===== config.mk =====
export PLATFORM = sky130hd
export DESIGN_NAME = adpll_bank_seq_flat
export DESIGN_NICKNAME = d
export VERILOG_FILES = /design/src/rtl/adpll_pkg.sv /design/src/rtl/adpll_bank_seq_if.sv /design/src/rtl/adpll_lock_det.sv /design/src/rtl/adpll_bank_seq.sv /design/src/flat_wrapper.sv
export SDC_FILE = /design/constraint.sdc
export NUM_CORES = 1
export LEC_CHECK = 0
export ABC_AREA = 1
export BUFFER_PORTS_ARGS = -buffer_cell sky130_fd_sc_hd__buf_2
export CAP_MARGIN = 20
export CORE_MARGIN = 5
export CORE_UTILIZATION = 32
export DETAILED_ROUTE_END_ITERATION = 10
export PLACE_DENSITY = 0.49
export RECOVER_POWER = 25
export SETUP_SLACK_MARGIN = 0.05
export SLEW_MARGIN = 20
export SYNTH_ARGS = -nofsm -noshare
export SYNTH_HDL_FRONTEND = slang
export SYNTH_SLANG_ARGS = --single-unit

===== constraint.sdc =====
create_clock -name clk -period 2.8 [get_ports clk]
set_input_delay 0.28 -clock clk [delete_from_list [all_inputs] [get_ports clk]]
set_output_delay 0.28 -clock clk [all_outputs]
set_load 0.03 [all_outputs]

===== src/rtl/adpll_pkg.sv =====
// ADPLL bank sequencer shared types.
// State encoding, mode codes and counter sizing.
package adpll_pkg;

  typedef enum logic [2:0] {
    S_IDLE   = 3'd0,
    S_PU     = 3'd1,
    S_ACQ    = 3'd2,
    S_SETTLE = 3'd3,
    S_TRACK  = 3'd4,
    S_FAIL   = 3'd5
  } state_e;

  typedef enum logic [1:0] {
    MODE_PD   = 2'd0,
    MODE_TEST = 2'd1,
    MODE_RX   = 2'd2,
    MODE_TX   = 2'd3
  } adpll_mode_e;

  function automatic int cnt_w(input int n);
    return (n < 2) ? 1 : $clog2(n + 1);
  endfunction

endpackage


===== src/rtl/adpll_bank_seq_if.sv =====
// Control/status bundle between loop filter,
// bank sequencer and bank decoders.
interface adpll_bank_seq_if #(
  parameter int NBANK = 3,
  parameter int WW    = 8
);
  localparam int BW = $clog2(NBANK);

  logic                 en;
  logic                 run;
  logic                 soft_rst;
  logic signed [WW-1:0] otw;
  logic                 otw_vld;

  logic                 dco_pd;
  logic                 tdc_pd;
  logic                 tdc_pd_inj;
  logic [BW-1:0]        bank_sel;
  logic                 loop_rst;
  logic [NBANK*WW-1:0]  word_fixed;
  logic [NBANK-1:0]     bank_locked;
  logic                 channel_lock;
  logic                 err_timeout;
  logic                 lock_lost;

  modport master (
    output en, run, soft_rst, otw, otw_vld,
    input  dco_pd, tdc_pd, tdc_pd_inj,
    input  bank_sel, loop_rst, word_fixed,
    input  bank_locked, channel_lock,
    input  err_timeout, lock_lost
  );

  modport slave (
    input  en, run, soft_rst, otw, otw_vld,
    output dco_pd, tdc_pd, tdc_pd_inj,
    output bank_sel, loop_rst, word_fixed,
    output bank_locked, channel_lock,
    output err_timeout, lock_lost
  );
endinterface


===== src/rtl/adpll_lock_det.sv =====
// Two-candidate lock detector: declares lock when one
// tuning word is seen LOCK_CNT times among valid samples.
module adpll_lock_det
  import adpll_pkg::*;
#(
  parameter int WW       = 8,
  parameter int LOCK_CNT = 8
) (
  input  logic          clk,
  input  logic          rst,
  input  logic          clr,
  input  logic          enable,
  input  logic [WW-1:0] sample,
  input  logic          valid,
  output logic          lock,
  output logic [WW-1:0] lock_word
);

  localparam int CW = cnt_w(LOCK_CNT);
  typedef logic [CW-1:0] cnt_t;

  logic [WW-1:0] r_a;
  logic [WW-1:0] r_b;
  cnt_t          r_cnt_a;
  cnt_t          r_cnt_b;

  logic w_upd;
  logic w_hit_a;
  logic w_hit_b;
  cnt_t w_inc_a;
  cnt_t w_inc_b;

  assign w_upd   = enable & valid;
  assign w_hit_a = (sample == r_a);
  assign w_hit_b = !w_hit_a && (sample == r_b);
  assign w_inc_a = r_cnt_a + 1'b1;
  assign w_inc_b = r_cnt_b + 1'b1;

  assign lock = w_upd &&
    ((w_hit_a && w_inc_a == cnt_t'(LOCK_CNT)) ||
     (w_hit_b && w_inc_b == cnt_t'(LOCK_CNT)));
  assign lock_word = w_hit_a ? r_a : r_b;

  always_ff @(posedge clk or negedge rst) begin
    if (!rst) begin
      r_a     <= '1;
      r_b     <= '1;
      r_cnt_a <= '0;
      r_cnt_b <= '0;
    end else if (clr) begin
      r_a     <= '1;
      r_b     <= '1;
      r_cnt_a <= '0;
      r_cnt_b <= '0;
    end else if (w_upd) begin
      if (w_hit_a) begin
        r_cnt_a <= w_inc_a;
      end else if (w_hit_b) begin
        r_cnt_b <= w_inc_b;
      end else begin
        // older candidate survives as B
        r_b     <= r_a;
        r_cnt_b <= r_cnt_a;
        r_a     <= sample;
        r_cnt_a <= cnt_t'(1);
      end
    end
  end

endmodule


===== src/rtl/adpll_bank_seq.sv =====
// ADPLL controller: power-up sequencing, per-bank
// coarse-to-fine acquisition, settle and tracking.
module adpll_bank_seq
  import adpll_pkg::*;
#(
  parameter int NBANK    = 3,
  parameter int WW       = 8,
  parameter int LOCK_CNT = 8,
  parameter int PU_STEP  = 16,
  parameter int SETTLE   = 480,
  parameter int TMO      = 1023,
  parameter int LOSS_CNT = 4
) (
  input logic             clk,
  input logic             rst,
  adpll_bank_seq_if.slave bus
);

  localparam int BW     = $clog2(NBANK);
  localparam int PU_END = 3 * PU_STEP;
  localparam int M1 = (PU_END > SETTLE) ? PU_END : SETTLE;
  localparam int M2 = (M1 > TMO) ? M1 : TMO;
  localparam int CM = (M2 > LOSS_CNT) ? M2 : LOSS_CNT;
  localparam int CW = cnt_w(CM);
  typedef logic [CW-1:0] cnt_t;

  localparam logic [WW-1:0] SMAX =
    {1'b0, {(WW-1){1'b1}}};
  localparam logic [WW-1:0] SMIN =
    {1'b1, {(WW-1){1'b0}}};

  state_e              r_state, w_state;
  cnt_t                r_cnt, w_cnt;
  logic                r_dco, w_dco;
  logic                r_tdc, w_tdc;
  logic                r_inj, w_inj;
  logic [BW-1:0]       r_sel, w_sel;
  logic                r_lrst, w_lrst;
  logic [NBANK*WW-1:0] r_word, w_word;
  logic [NBANK-1:0]    r_lkd, w_lkd;
  logic                r_chl, w_chl;
  logic                r_err, w_err;
  logic                r_lost, w_lost;

  logic          w_go;
  logic          w_lock;
  logic [WW-1:0] w_lock_word;
  logic          w_det_en;
  logic          w_det_clr;
  cnt_t          w_inc;
  logic          w_sat;
  logic          w_last;

  assign w_go      = bus.run & ~bus.soft_rst;
  assign w_det_en  = bus.en & w_go & (r_state == S_ACQ);
  assign w_det_clr = bus.en &
                     ((r_state != S_ACQ) | w_lock);
  assign w_inc     = r_cnt + 1'b1;
  assign w_sat     = (bus.otw == SMAX) ||
                     (bus.otw == SMIN);
  assign w_last    = (r_sel == BW'(NBANK - 2));

  adpll_lock_det #(
    .WW       (WW),
    .LOCK_CNT (LOCK_CNT)
  ) u_det (
    .clk       (clk),
    .rst       (rst),
    .clr       (w_det_clr),
    .enable    (w_det_en),
    .sample    (bus.otw),
    .valid     (bus.otw_vld),
    .lock      (w_lock),
    .lock_word (w_lock_word)
  );

  always_comb begin
    w_state = r_state;
    w_cnt   = r_cnt;
    w_dco   = r_dco;
    w_tdc   = r_tdc;
    w_inj   = r_inj;
    w_sel   = r_sel;
    w_lrst  = 1'b0;
    w_word  = r_word;
    w_lkd   = r_lkd;
    w_chl   = r_chl;
    w_err   = r_err;
    w_lost  = r_lost;
    if (!w_go) begin
      w_state = S_IDLE;
      w_cnt   = '0;
      w_dco   = 1'b1;
      w_tdc   = 1'b1;
      w_inj   = 1'b1;
      w_sel   = '0;
      w_word  = '0;
      w_lkd   = '0;
      w_chl   = 1'b0;
      if (bus.soft_rst) begin
        w_err  = 1'b0;
        w_lost = 1'b0;
      end
    end else begin
      unique case (r_state)
        S_IDLE: begin
          w_state = S_PU;
          w_cnt   = '0;
          w_dco   = 1'b0;
          w_tdc   = 1'b1;
          w_inj   = 1'b1;
          w_sel   = '0;
          w_word  = '0;
          w_lkd   = '0;
          w_chl   = 1'b0;
        end
        S_PU: begin
          w_cnt = w_inc;
          if (w_inc == cnt_t'(PU_STEP))
            w_tdc = 1'b0;
          if (w_inc == cnt_t'(2 * PU_STEP))
            w_inj = 1'b0;
          if (w_inc == cnt_t'(PU_END)) begin
            w_state = S_ACQ;
            w_sel   = '0;
            w_lrst  = 1'b1;
            w_cnt   = '0;
          end
        end
        S_ACQ: begin
          // a lock on the timeout cycle still counts
          if (w_lock) begin
            w_word[r_sel*WW +: WW] = w_lock_word;
            w_lkd[r_sel] = 1'b1;
            w_sel  = r_sel + 1'b1;
            w_lrst = 1'b1;
            w_cnt  = '0;
            if (w_last)
              w_state = S_SETTLE;
          end else if (w_inc == cnt_t'(TMO)) begin
            w_state = S_FAIL;
            w_err   = 1'b1;
            w_chl   = 1'b0;
          end else begin
            w_cnt = w_inc;
          end
        end
        S_SETTLE: begin
          w_cnt = w_inc;
          if (w_inc == cnt_t'(SETTLE)) begin
            w_state = S_TRACK;
            w_chl   = 1'b1;
            w_cnt   = '0;
          end
        end
        S_TRACK: begin
          if (bus.otw_vld) begin
            w_cnt = w_sat ? w_inc : '0;
            if (w_sat &&
                w_inc == cnt_t'(LOSS_CNT)) begin
              w_state = S_ACQ;
              w_lost  = 1'b1;
              w_chl   = 1'b0;
              w_lkd   = '0;
              w_sel   = '0;
              w_lrst  = 1'b1;
              w_cnt   = '0;
            end
          end
        end
        S_FAIL: begin
          w_chl = 1'b0;
        end
        default: begin
          w_state = S_IDLE;
        end
      endcase
    end
  end

  always_ff @(posedge clk or negedge rst) begin
    if (!rst) begin
      r_state <= S_IDLE;
      r_cnt   <= '0;
      r_dco   <= 1'b1;
      r_tdc   <= 1'b1;
      r_inj   <= 1'b1;
      r_sel   <= '0;
      r_lrst  <= 1'b0;
      r_word  <= '0;
      r_lkd   <= '0;
      r_chl   <= 1'b0;
      r_err   <= 1'b0;
      r_lost  <= 1'b0;
    end else begin
      // pulse must not stretch while disabled
      r_lrst <= bus.en & w_lrst;
      if (bus.en) begin
        r_state <= w_state;
        r_cnt   <= w_cnt;
        r_dco   <= w_dco;
        r_tdc   <= w_tdc;
        r_inj   <= w_inj;
        r_sel   <= w_sel;
        r_word  <= w_word;
        r_lkd   <= w_lkd;
        r_chl   <= w_chl;
        r_err   <= w_err;
        r_lost  <= w_lost;
      end
    end
  end

  assign bus.dco_pd       = r_dco;
  assign bus.tdc_pd       = r_tdc;
  assign bus.tdc_pd_inj   = r_inj;
  assign bus.bank_sel     = r_sel;
  assign bus.loop_rst     = r_lrst;
  assign bus.word_fixed   = r_word;
  assign bus.bank_locked  = r_lkd;
  assign bus.channel_lock = r_chl;
  assign bus.err_timeout  = r_err;
  assign bus.lock_lost    = r_lost;

endmodule


===== src/flat_wrapper.sv =====
// flat-port wrapper written by rule: the top's interface ports become plain ports
module adpll_bank_seq_flat import adpll_pkg::*;
#(
  parameter int NBANK    = 3,
  parameter int WW       = 8,
  parameter int LOCK_CNT = 8,
  parameter int PU_STEP  = 16,
  parameter int SETTLE   = 480,
  parameter int TMO      = 1023,
  parameter int LOSS_CNT = 4
)
  (clk, rst, bus_en, bus_run, bus_soft_rst, bus_otw, bus_otw_vld, bus_dco_pd, bus_tdc_pd, bus_tdc_pd_inj, bus_bank_sel, bus_loop_rst, bus_word_fixed, bus_bank_locked, bus_channel_lock, bus_err_timeout, bus_lock_lost);
  adpll_bank_seq_if #(.NBANK(NBANK), .WW(WW)) bus_i ();
  input logic clk;
  input logic rst;
  input wire logic [$bits(bus_i.en)-1:0] bus_en;
  input wire logic [$bits(bus_i.run)-1:0] bus_run;
  input wire logic [$bits(bus_i.soft_rst)-1:0] bus_soft_rst;
  input wire logic [$bits(bus_i.otw)-1:0] bus_otw;
  input wire logic [$bits(bus_i.otw_vld)-1:0] bus_otw_vld;
  output wire logic [$bits(bus_i.dco_pd)-1:0] bus_dco_pd;
  output wire logic [$bits(bus_i.tdc_pd)-1:0] bus_tdc_pd;
  output wire logic [$bits(bus_i.tdc_pd_inj)-1:0] bus_tdc_pd_inj;
  output wire logic [$bits(bus_i.bank_sel)-1:0] bus_bank_sel;
  output wire logic [$bits(bus_i.loop_rst)-1:0] bus_loop_rst;
  output wire logic [$bits(bus_i.word_fixed)-1:0] bus_word_fixed;
  output wire logic [$bits(bus_i.bank_locked)-1:0] bus_bank_locked;
  output wire logic [$bits(bus_i.channel_lock)-1:0] bus_channel_lock;
  output wire logic [$bits(bus_i.err_timeout)-1:0] bus_err_timeout;
  output wire logic [$bits(bus_i.lock_lost)-1:0] bus_lock_lost;
  assign bus_i.en = bus_en;
  assign bus_i.run = bus_run;
  assign bus_i.soft_rst = bus_soft_rst;
  assign bus_i.otw = bus_otw;
  assign bus_i.otw_vld = bus_otw_vld;
  assign bus_dco_pd = bus_i.dco_pd;
  assign bus_tdc_pd = bus_i.tdc_pd;
  assign bus_tdc_pd_inj = bus_i.tdc_pd_inj;
  assign bus_bank_sel = bus_i.bank_sel;
  assign bus_loop_rst = bus_i.loop_rst;
  assign bus_word_fixed = bus_i.word_fixed;
  assign bus_bank_locked = bus_i.bank_locked;
  assign bus_channel_lock = bus_i.channel_lock;
  assign bus_err_timeout = bus_i.err_timeout;
  assign bus_lock_lost = bus_i.lock_lost;
  adpll_bank_seq #(.NBANK(NBANK), .WW(WW), .LOCK_CNT(LOCK_CNT), .PU_STEP(PU_STEP), .SETTLE(SETTLE), .TMO(TMO), .LOSS_CNT(LOSS_CNT)) u_core (.clk(clk), .rst(rst), .bus(bus_i));
endmodule

-- Yosys cells after proc, flatten, opt, wreduce, memory -nomap -nowiden
Cells that the tools add are included.
- register bits: 73
- input port bits: 14
- output and inout port bits: 36
- word-level logic and storage cells: 191
- $add $sub $neg: 5
- order comparisons: 2
- eq/ne operators: 48
- shifts and indexed selects: 2
- mux-type cells: 82
- bitwise logic cells: 9
- reductions and logical operators: 27
- operators with widths (kind ; number):
    10-bit two-way mux ; 8
    8-bit two-way mux ; 9
    10-bit case mux with 5 select lines ; 1
    24-bit two-way mux ; 2
    24-bit case mux with 2 select lines ; 1
    3-bit two-way mux ; 12
    3-bit != test (second input constant) ; 12
    5-bit negation with 34-bit output ; 1
    8-bit by 34-bit variable shift with 24-bit output (first input constant) ; 1
    8-bit by 34-bit variable part select with 24-bit output ; 1
    4-bit two-way mux ; 8
    1-bit two-way mux ; 27
    24-bit bitwise mux ; 1
    10-bit by 6-bit == test with 1-bit output (second input constant) ; 2
    2-bit != test (second input constant) ; 10
    3-bit case mux with 6 select lines ; 1
    8-bit == test ; 2
    4-bit != test (second input constant) ; 4
    5-bit AND reduction ; 3
    3-bit AND reduction ; 4
    10-bit by 1-bit adder with 10-bit output (second input constant) ; 1
    10-bit == test (second input constant) ; 1
    10-bit by 3-bit == test with 1-bit output (second input constant) ; 1
    10-bit by 5-bit == test with 1-bit output (second input constant) ; 1
    37 further kinds ; 61

-- Logic depth before layout (Yosys ltp)
Gate-level depths: netlist of the first run.
- depth in word-level cells: 10
- mapped depth: 16
- mapped depth without buffers: 16

-- Cells and area by module
From an unflattened synthesis of the first run, not the netlist that was laid out.
- cell total of the unflattened synthesis: 674
- area, all modules: 4862.2 um^2
- by module, submodules not included (module ; times used ; cells an instance ; area each (um^2) ; seq. area each (um^2)):
    adpll_bank_seq ; 1 ; 425 ; 3121.7 ; 1229.9
    adpll_lock_det ; 1 ; 249 ; 1740.4 ; 620.6

-- Worst setup path before layout of the first run
Ideal clock, no wire load.
- path type: reg2reg
- start point: reg u_core.r_sel[0], in the netlist u_core.bus.bank_sel[0]
- end point: reg u_core.r_word[0], in the netlist u_core.bus.word_fixed[0]
- setup time: 76 ps
- data arrival time: 1879 ps
- required time: 2724 ps
- path slack: 845 ps
- stages on the path, launching flop included: 8
- path buffers: 1
- period minus slack after synthesis: 1955 ps
- path through: dfrtp_1 inv_1 ha_1 clkbuf_1 inv_1 nor3_1 nand2_1 o21ai_1
- word-level cells in the longest chain between the ends: 6
- elaborated cells on any way between the ends: 7
- classes of those cells: 1 x add/sub; 2 x shift; 4 x mux
- ends and longest elaborated chain (element ; RTL line ; RTL):
    start, declared ; adpll_bank_seq.sv:37 ; logic [BW-1:0] r_sel, w_sel;
    start signal, assigned ; adpll_bank_seq.sv:204 ; r_sel <= w_sel;
    5-bit negation with 34-bit output (*) ; adpll_bank_seq.sv:133 ; w_word[r_sel*WW +: WW] = w_lock_word;
    8-bit by 34-bit variable part select with 24-bit output / 8-bit by 34-bit variable shift with 24-bit output (equally long branches) ; adpll_bank_seq.sv:133 ;
    24-bit bitwise mux (*) ; adpll_bank_seq.sv:133 ;
    24-bit two-way mux (*) ; adpll_bank_seq.sv:132 ; if (w_lock) begin
    24-bit case mux with 2 select lines (*) ; adpll_bank_seq.sv:105 ; unique case (r_state)
    24-bit two-way mux (*) ; adpll_bank_seq.sv:90 ; if (!w_go) begin
    end signal, assigned ; adpll_bank_seq.sv:205 ; r_word <= w_word;
    end, declared ; adpll_bank_seq.sv:39 ; logic [NBANK*WW-1:0] r_word, w_word;
Every way passes the cells marked *; elsewhere a longest branch is shown, timed or not. The select of a mux whose other input is x is not followed.
A chain may end at the register's enable or synchronous reset.

-- Final worst setup path of the first run
- start point: reg u_core.u_det.r_a[2]
- end point: reg u_core.u_det.r_a[0]
- word-level cells in the longest chain between the ends: 10
- elaborated cells on any way between the ends: 14
- classes of those cells: 3 x eq/ne; 1 x mux; 2 x bitwise; 8 x reduce/logical
- ends and longest elaborated chain (element ; RTL line ; RTL):
    start, declared ; adpll_lock_det.sv:22 ; logic [WW-1:0] r_a;
    start signal, assigned ; adpll_lock_det.sv:64 ; r_a <= sample;
    8-bit == test (*) ; adpll_lock_det.sv:34 ; assign w_hit_a = (sample == r_a);
    1-bit logical NOT ; adpll_lock_det.sv:35 ; assign w_hit_b = !w_hit_a && (sample == r_b);
    1-bit logical AND ; adpll_lock_det.sv:35 ;
    1-bit logical AND ; adpll_lock_det.sv:41 ; (w_hit_b && w_inc_b == cnt_t'(LOCK_CNT)));
    1-bit logical OR ; adpll_lock_det.sv:40 ; ((w_hit_a && w_inc_a == cnt_t'(LOCK_CNT)) ||
    1-bit logical AND ; adpll_lock_det.sv:39 ; assign lock = w_upd &&
    1-bit OR ; adpll_bank_seq.sv:57 ; ((r_state != S_ACQ) | w_lock);
    1-bit AND ; adpll_bank_seq.sv:56 ; assign w_det_clr = bus.en &
    2-bit != test (no source line) / 2-bit nonzero test (equally long branches) ; -- ;
    3-bit AND reduction (no source line) ; -- ;
Every way passes the cells marked *; elsewhere a longest branch is shown, timed or not.

==> out/summary.txt, run 1 <==
Max Fclk: 0.412 GHz
CP max FO: 27
H-tree depth: 3
Vias post-DR: 4239
Worst path cell trace: xnor2_1 > nand2_1 > nor2_1 > nand2_2 > inv_4 > nand2_1 > nand2_2 > nand2_4 > nand2_4 > nand2_4 > o21ai_4 > nand2_1 > o21ai_1
Commonest non-fill, non-tap cell in the layout: nand2_1
Synthesized Nets: 680
Setup ws final: 0.375 ns
Core area: 14400 sq um
Die area: 17000 sq um
Post-synth cell types: 38
Avg Inst Size Synth: 7.05 sq um
CTS sink cnt: 73
Clk slew on worst S/H paths: 0.06 ns
Final setup vio count: 0
Status: complete, but fails checks
Fillcell total: 1525
Dpl ws: 0.294 ns
Final Hold Vio Count: 0
Initial antenna violation count: 0
Initial DRC Count: 297
Failing checks: capacitance limit, slew limit
Routability Congestion: 0.847
Vias per inst: 4.72
Setup CP Type: flop to flop
I/O Buffers: 49
CTS Buf Count: 9
Die width: 130 um
Final Cell Area: 5400 sq um
First-pass GRT wire length: 20.0 mm
Ports: 50
Design Power: 2730 uW
Slowest stage delay, CP: 0.55 ns
Die H: 130 um
CP arrival: 2.70 ns
Tmin final: 2.43 ns
Max-cap check violation count: 1
Peak supply drop: 288 uV
CP required: 3.07 ns
Area delta synth->final: 16.7%
Longest Clk Path Bufs: 2
Worst skew pair latency: 0.35 ns
CTS tree: done
Register bit total from synthesis: 73
Vias in the first global route: 4156
Initial Utilization: 32.2%
# DRC: 0
Final count of pins violating max slew: 74
Part of the cycle the worst path needs: 86.6%
GRT Util Overall: 14.8%
Post-synthesis sequential area ratio: 40.0%
Detailed Routing Iterations Pass 1: 4
Worst rel slew slack: -24.7%
Worst Max-Slew Pin Slew: 1.87 ns
Class of the worst hold path: input pin to flop
CTS root buf: clkbuf_16
Fin nets: 734
Syn Inst Count: 656
P_leak: 0.00275 uW
Drt wl/cell: 13.1 um
Antenna cells: 0
Cell area power density: 505 nW/um^2
DP HPWL: 8.66 mm
Post-route ant nets: 0
Hold slack: 0.181 ns
Critical-path top delay cell: dfstp_2
Post-CTS setup buffers: 0
Largest net degree at the start of global routing: 74
Layout cells sized above 1: 20.0%
Synthesized cell area: 4630 sq um
RSZ-0062 raised after global routing: false
Total Wirelength: 11.8 mm
CP endpoint kind: flop
Cell Rows: 44
Placed Area: 5070 sq um
Most frequent cells in the layout: nand2_1 (230), inv_1 (70), nor2_1 (61)
Grt total ovfl: 0
Setup Skew: 0.00693 ns
Crit start category: flop
TNS Setup: 0 ns
Synth warn: 0
-- where the power goes --
group          internal (uW)  leakage (uW)  switching (uW)  total [uW]
sequential              1120      0.000953            28.9        1150
clock                    725      0.000154             490        1220
combinational            104       0.00164             256         361
-- synthesized netlist by cell type, drive strengths merged --
cell type / instances / area, sq um
nand2: 245 / 977
dfrtp: 54 / 1350
o211ai: 5 / 37.5
o311a: 1 / 10.0
a21oi: 8 / 51.3
nand3b: 3 / 22.5
nor3: 5 / 25.0
xor2: 2 / 17.5
nor2: 71 / 307
nor4: 2 / 12.5
o31ai: 1 / 7.51
dfstp: 19 / 499
xnor2: 5 / 43.8
clkinv: 1 / 3.75
nand3: 40 / 225
nand4: 7 / 50.1
buf: 11 / 75.1
o21bai: 2 / 26.3
a31oi: 2 / 12.5
clkbuf: 3 / 11.3
o21ai: 77 / 423
a2bb2oi: 1 / 8.76
ha: 10 / 125
inv: 81 / 304
-- repair_timing --
item	CTS	global route
gates resized for setup	0	2
hold endpoints to repair	54	0
setup endpoints to repair	0	16
hold buffers	1	0
-- final cells by class --
class / instances / area (sq um) / area share [%]
Timing Repair Buffer: 56 / 298 / 5.51
Sequential cell: 73 / 1850 / 34.3
Inverter: 82 / 310 / 5.75
Tap cell: 184 / 230 / 4.26
Multi-Input combinational cell: 488 / 2400 / 44.4
Clock inverter: 6 / 73.8 / 1.37
Clock buffer: 10 / 239 / 4.43
-- logic make-up (layout without fill, tap and decap cells) --
family / count (synthesis) / in the layout / synth area share [%]
XOR/XNOR: 7 / 7 / 1.33
adder cells (fa/ha/maj): 10 / 10 / 2.70
AO/OA/AOI/OAI: 97 / 98 / 12.5
flip-flops: 73 / 73 / 40.0
buffers and inverters: 96 / 154 / 8.52
AND/OR/NAND/NOR: 373 / 373 / 35.0
-- per-layer routing --
layer	track usage [%]	vias to the layer above	share of wire, %
li1	-	2192	-
met1	19.3	1978	48
met2	24.3	60	47
met3	4.42	9	4.1
met4	3.36	0	0.91
met5	0	-	0
-- registers in the layout (all words and copies together), names as in the netlist --
name,count
u_core.u_det.r_cnt_b,4
u_core.bus.lock_lost,1
u_core.bus.tdc_pd,1
u_core.bus.err_timeout,1
u_core.r_cnt,10
u_core.bus.word_fixed,24
u_core.r_state,3
u_core.u_det.r_cnt_a,4
u_core.bus.loop_rst,1
u_core.bus.channel_lock,1
u_core.bus.dco_pd,1
u_core.bus.tdc_pd_inj,1
u_core.bus.bank_locked,3
u_core.u_det.r_a,8
u_core.u_det.r_b,8
u_core.bus.bank_sel,2
-- through the flow --
step / utilization, % / std cells
global placement: 35.3 / 881
CTS: 37.6 / 898
detailed placement: 35.3 / 881
finish: 37.6 / 899
global route: 37.6 / 899
floorplan: - / 656
-- worst max-delay path, delay by kind of cell (launching register included) --
kind	cells	cell delay [ns]
buffers and inverters	1	0.20
AOI/OAI and AO/OA	2	0.37
xor gates and xnor gates	1	0.12
and+or+nand+nor	9	1.09
DFF	1	0.55
-- path summary, 6_finish.rpt --
check | from | endpoint | slack, ns | cells after the start
worst max-delay path | u_core.u_det.r_a[2] | u_core.u_det.r_a[0] | 0.37 | 13
worst min-delay path | bus_soft_rst | u_core.bus.lock_lost | 0.18 | 2
worst max register to register | u_core.u_det.r_a[2] | u_core.u_det.r_a[0] | 0.37 | 13
worst min register to register | u_core.bus.channel_lock | u_core.bus.channel_lock | 0.48 | 2
max in group asynchronous | rst | u_core.bus.word_fixed[0] | 0.62 | 3
min in group asynchronous | rst | u_core.r_cnt[2] | 1.02 | 3
(Power assumes the default switching activity.)
==> inputs of run 2 (changes only) <==
--- a/config.mk
+++ b/config.mk
@@ -8,10 +8,9 @@
 export ABC_AREA = 1
 export BUFFER_PORTS_ARGS = -buffer_cell sky130_fd_sc_hd__buf_2
 export CAP_MARGIN = 20
-export CORE_MARGIN = 5
+export CORE_MARGIN = 2
 export CORE_UTILIZATION = 32
 export DETAILED_ROUTE_END_ITERATION = 10
-export PLACE_DENSITY = 0.49
 export RECOVER_POWER = 25
 export SETUP_SLACK_MARGIN = 0.05
 export SLEW_MARGIN = 20
==> run 2 against run 1 <==
  * Critical endpoint is now u_core.u_det.r_a[7]
  * Die area shrank 9.0%
  * Global-route usage rose by 0.28 points
  * Combinational power fell by 2%
  * Critical path depth shrank 4
  * Core utilization rose by 0.79 points
  * Largest power group unchanged
  * Setup slack improved by 0.051 ns
  * The run still ends with capacitance limit, slew limit left
  * Hold slack lost 0.016 ns
  * Non-clock buffer count fell by 1
  * Flip-flop and latch count did not move
  * Sequential share of layout area is 0.21 points higher
  * Clock skew is 0.0015 ns lower
==> out/summary.txt, run 2 (synthesis results as in run 1) <==
Status: complete, but fails checks
Failing checks: capacitance limit, slew limit
Cell area power density: 506 nW/um^2
CP endpoint kind: flop
Worst skew pair latency: 0.34 ns
Antenna cells: 0
DP HPWL: 8.22 mm
Flip-flop and latch area: 1850 sq um
Sw frac: 28.8%
CP arrival: 2.64 ns
Class of the worst hold path: input pin to flop
# DRC: 0
Initial Utilization: 33.1%
Vias per inst: 4.61
CTS sink cnt: 73
Layout cells sized above 1: 19.9%
Die area: 15400 sq um
Final Hold Vio Count: 0
P_leak: 0.00274 uW
CTS root buf: clkbuf_16
H-tree depth: 3
CP required: 3.07 ns
Max Fclk: 0.421 GHz
Post-route ant nets: 0
Largest net degree at the start of global routing: 74
Internal Power: 1930 uW
Longest Clk Path Bufs: 2
Number of flip-flops in the largest register: 24
Sw Pwr: 784 uW
CTS Buf Count: 9
Initial antenna violation count: 0
Cell Rows: 43
Drt wl/cell: 12.5 um
Final setup vio count: 0
Post-CTS setup buffers: 0
Hold slack: 0.164 ns
Fin nets: 732
Core area: 14000 sq um
Commonest non-fill, non-tap cell in the layout: nand2_1
First-pass GRT wire length: 19.4 mm
Grt total ovfl: 0
Fillcell total: 1503
Die width: 124 um
Die H: 124 um
CTS-repair resized insts: 0
Tmin final: 2.37 ns
CP max FO: 32
Max-cap check violation count: 1
Vias in the first global route: 4016
Setup Skew: 0.00542 ns
GRT Util Overall: 15.1%
Final count of pins violating max slew: 74
Part of the cycle the worst path needs: 84.8%
Total Wirelength: 11.2 mm
I/O Buffers: 49
Vias post-DR: 4115
TNS Setup: 0 ns
Crit start category: flop
Detailed Routing Iterations Pass 1: 5
Setup CP Type: flop to flop
Initial DRC Count: 286
CTS Hold Bufs: 0
Power share of the sequential group: 42.3%
Worst rel slew slack: -20.0%
Routability Congestion: 0.873
Multi-input gate area: 2380 sq um
Final Cell Area: 5370 sq um
Clock share of power: 44.7%
Gate power share: 12.9%
Worst Max-Slew Pin Slew: 1.80 ns
Peak supply drop: 307 uV
Most frequent cells in the layout: nand2_1 (230), inv_1 (70), nor2_1 (61)
Ports: 50
Area delta synth->final: 16.0%
CTS tree: done
Clk slew on worst S/H paths: 0.07 ns
RSZ-0062 raised after global routing: false
Placed Area: 5060 sq um
[run 2: power by group through the flow]
| stage | sequential [uW] | combinational [uW] | clock, uW |
|---|---|---|---|
| after floorplan | 1170 | 241 | 0 |
| after global placement | 1170 | 353 | 0 |
| after detailed placement | 1170 | 355 | 0 |
| after CTS | 1150 | 356 | 1250 |
| after global routing | 1160 | 409 | 1310 |
| final | 1150 | 352 | 1220 |
[run 2: path summary, 6_finish.rpt]
kind	start	endpoint	slack, ns	cells past startpoint
max in group asynchronous	rst	u_core.bus.word_fixed[22]	1.30	1
min	bus_soft_rst	u_core.bus.lock_lost	0.16	2
min in group asynchronous	rst	u_core.r_cnt[2]	0.41	1
max	u_core.r_state[0]	u_core.u_det.r_a[7]	0.43	9
min reg2reg	u_core.bus.channel_lock	u_core.bus.channel_lock	0.48	2
max reg2reg	u_core.r_state[0]	u_core.u_det.r_a[7]	0.43	9
[run 2: layer usage]
metal  GRT usage, %  vias to the layer above  part of all wire, %
met5              0                        -                    0
met4           3.50                        0                 0.65
met3           3.10                        4                  3.0
met2           24.7                       66                   47
met1           20.5                     1864                   50
li1               -                     2181                    -
[run 2: layout make-up]
| cell class | instances | share of cell area, % |
|---|---|---|
| Sequential cell | 73 | 34.5 |
| Clock buffer | 9 | 4.20 |
| Inverter | 82 | 5.73 |
| Multi-Input combinational cell | 487 | 44.4 |
| Clock inverter | 7 | 1.61 |
| Tap cell | 180 | 4.20 |
| Timing Repair Buffer | 55 | 5.41 |
[run 2: worst max-delay path, cell delays in order (launching register included)]
cell and delay [ns]:
dfrtp_1 0.45, nor2_1 0.19, nand2_2 0.11, inv_2 0.17, nand3_1 0.20, inv_2 0.15, nand2_1 0.16, o21ai_4 0.64
nand2_1 0.12, o21ai_1 0.11
[run 2: through the flow]
step	total power [uW]	cells	utilization (%)	setup slack (ns)
final	2720	893	38.4	0.426
after global routing	2870	893	38.4	0.123
after CTS	2760	893	38.4	0.431
after detailed placement	1520	877	36.2	0.277
after global placement	1520	877	36.2	0.355
after floorplan	1410	656	-	0.845
==> inputs of run 3 (changes only) <==
--- a/config.mk
+++ b/config.mk
@@ -5,7 +5,7 @@
 export SDC_FILE = /design/constraint.sdc
 export NUM_CORES = 1
 export LEC_CHECK = 0
-export ABC_AREA = 1
+export ABC_AREA = 0
 export BUFFER_PORTS_ARGS = -buffer_cell sky130_fd_sc_hd__buf_2
 export CAP_MARGIN = 20
 export CORE_MARGIN = 2
==> constraint.sdc (replaced) <==
create_clock -name clk -period 2 [get_ports clk]
set_input_delay 0.2 -clock clk [delete_from_list [all_inputs] [get_ports clk]]
set_output_delay 0.2 -clock clk [all_outputs]
set_load 0.03 [all_outputs]
==> run 3 against run 2 <==
  * The run ends with setup timing left
  * Final cell count decreased by 1.6%
  * Synthesized cell count decreased by 25%
  * Die area decreased by 3.9%
  * Non-clock buffer count increased by 157
  * Synthesized area decreased by 4.1%
  * Register-to-register slack got worse by 1.2 ns
  * Largest power group unchanged
==> out/summary.txt, run 3 <==
Clk slew on worst S/H paths: 0.06 ns
Syn Inst Count: 495
Failing checks: setup timing
Final setup vio count: 72
Hold worst-path end: u_core.bus.err_timeout
Internal Power: 2680 uW
Post-synth ARST share: 100%
CP required: 2.23 ns
Worst skew pair latency: 0.35 ns
First-pass GRT wire length: 21.8 mm
Crit path from: u_core.r_cnt[1]
Post-synth cell types: 73
Design Power: 3650 uW
Peak supply drop: 384 uV
Final count of pins violating max slew: 0
Max Fclk: 0.367 GHz
Initial antenna violation count: 0
Routability Congestion: 0.885
Top delay family on crit path: compound AO/OA/AOI/OAI gates
Sw Pwr: 966 uW
Total Wirelength: 15.0 mm
Setup Skew: 0.00890 ns
Worst Hold Launch: bus_soft_rst
Post-route ant nets: 0
Die area: 14800 sq um
Worst path cell trace: buf_6 > ha_2 > nand2_1 > nor4_4 > o211ai_1 > buf_4 > o41ai_4 > nor3_4 > o31ai_4 > buf_6 > nor2_4 > a221o_1
Clock share of power: 47.0%
Initial Utilization: 32.4%
Register bit total from synthesis: 73
Number of synthesized flops with an enable pin: 0
Biggest area consumer among synthesized cells: dfrtp_1
Largest net degree at the start of global routing: 45
Min-Delay Path Depth: 2
Synthesized cell area: 4440 sq um
Post-Place Cells: 834
Gate power share: 12.1%
RSZ-0062 raised after global routing: true
Die H: 122 um
Dpl ws: -0.779 ns
Cell area power density: 487 nW/um^2
WP buf/inv: 3
Detailed Routing Iterations Pass 1: 4
R2R depth: 12
Worst Max-Slew Pin Slew: 0.794 ns
Worst rel slew slack: 45.5%
Synth warn: 0
Max-cap check violation count: 0
Multi-input gate area: 3420 sq um
Commonest non-fill, non-tap cell in the layout: buf_4
Class of the worst hold path: input pin to flop
Avg Inst Size Synth: 8.97 sq um
TNS Setup: -38.51 ns
RR Endpoint: u_core.r_cnt[4]
Sw frac: 26.5%
GRT Util Overall: 18.7%
R2r startpoint: u_core.r_cnt[1]
I/O Buffers: 49
Number of flip-flops in the largest register: 24
Longest Clk Path Bufs: 2
Antenna cells: 0
CP most frequent cell: buf_6
P_leak: 0.00336 uW
Synthesized Nets: 519
Synth Flop Type: dfrtp_1
Tmin final: 2.73 ns
Grt total ovfl: 0
Drt wl/cell: 17.0 um
Vias in the first global route: 4524
Critical-path top delay cell: dfrtp_2
Fillcell total: 1125
# DRC: 0
Area delta synth->final: 68.6%
Final Hold Vio Count: 0
Setup CP Type: flop to flop
Setup ws final: -0.725 ns
Post-synthesis sequential area ratio: 41.7%
Cell Rows: 43
Slowest stage delay, CP: 0.44 ns
CP arrival: 2.95 ns
Ports: 50
Status: complete, but fails checks
Ranking of synthesized cells by area: dfrtp_1 (30%), dfstp_2 (11%), nand2_1 (7.4%)
CTS sink cnt: 73
Die width: 122 um
CTS tree: done
Most frequent cell after synthesis: nand2_1
CP max FO: 8
Top cells by count, synth: nand2_1 (87), dfrtp_1 (54), nor2_1 (32)
Fin nets: 718
Power share of the sequential group: 40.9%
Initial DRC Count: 214
H-tree depth: 3
DP HPWL: 9.72 mm
Vias post-DR: 4671
Final core utilization: 54.6%
Yosys top cell area share: 30.4%
CTS Buf Count: 9
Crit start category: flop
CP endpoint kind: flop
Reg2reg setup slack: -0.73 ns
Part of the cycle the worst path needs: 136%
CTS root buf: clkbuf_16
Layout cells sized above 1: 54.9%
Vias per inst: 5.31
Post-Layout Cell Count: 879
Most frequent cells in the layout: buf_4 (137), nand2_1 (65), dfrtp_1 (51)
Flip-flop and latch area: 1850 sq um
Core area: 13700 sq um
## run 3: cell types whose count changed after synthesis, sizes merged, moves of 7 or more
cell | previous run | this run
o21ai | 77 | 15
clkbuf | 3 | 13
o31ai | 1 | 30
a21oi | 8 | 21
nand3 | 40 | 30
nor3 | 5 | 14
mux2i | 0 | 11
nand2b | 0 | 7
xnor2 | 5 | 13
nand2 | 245 | 87
xor2 | 2 | 10
nor2 | 71 | 33
inv | 81 | 12
## run 3: worst reg2reg max path, cell delays in order, from the launching register on
cell and delay [ns]:
dfrtp_2 0.44, buf_6 0.13, ha_2 0.18, nand2_1 0.09
nor4_4 0.16, o211ai_1 0.14, buf_4 0.17, o41ai_4 0.41
nor3_4 0.10, o31ai_4 0.23, buf_6 0.17, nor2_4 0.06
a221o_1 0.30
## run 3: worst max path at each step
stage / end / slack [ns] / cells past startpoint
2_1_floorplan: u_core.r_cnt[4] / -0.67 / 9
3_3_place_gp: u_core.r_state[0] / -0.66 / 9
3_5_place_dp: u_core.bus.word_fixed[16] / -0.78 / 8
4_1_cts: u_core.r_cnt[4] / -0.66 / 9
5_1_grt: u_core.r_cnt[4] / -0.82 / 12
6_report: u_core.r_cnt[4] / -0.73 / 12
## run 3: kinds of logic after synthesis
kind of cell,count (synthesis),share of synthesized area [%]
adder cells (fa/ha/maj),10,2.82
buffers and inverters,36,3.47
flip-flops,73,41.7
XOR/XNOR,23,4.54
AND/OR/NAND/NOR,221,24.9
multiplexers,14,3.24
AO/OA/AOI/OAI,118,19.4
## run 3: cell type report
class                      instances  share of cell area, %
timing repair buffer             212                   21.8
clock inverter                     6                  0.970
sequential                        73                   24.8
tap                              180                   3.01
inverter                          12                  0.602
clock buffer                      10                   3.19
multi-input combinational        386                   45.7
## run 3: per-stage QoR
| step | hold WS, ns | cell area, sq um |
|---|---|---|
| final | 0.0976 | 7480 |
| after global routing | 0.0849 | 7480 |
| after CTS | 0.0840 | 6730 |
| after detailed placement | 0.137 | 6010 |
| after global placement | 0.141 | 6010 |
| after floorplan | -0.0956 | 4650 |
## run 3: what timing repair did
item,in CTS,in global routing
hold buffers,1,0
resized for setup,52,147
cloned,1,3
setup endpoints to repair,72,72
hold endpoints to repair,7,0
setup buffers,16,11
pin swaps,28,43
## run 3: routing by layer
metal,track usage (%),routed length [um],vias to the layer above
met5,0,0,-
met4,8.12,345,0
met3,4.12,595,31
met2,32.2,7980,129
met1,22.5,6050,2308
li1,-,-,2203
## run 3: power groups by stage
stage / clock network [uW] / registers (uW) / logic, uW
after global routing: 1800 / 1490 / 467
after CTS: 1730 / 1490 / 337
final: 1720 / 1490 / 440
after floorplan: 0 / 1530 / 134
after global placement: 0 / 1520 / 301
after detailed placement: 0 / 1520 / 304
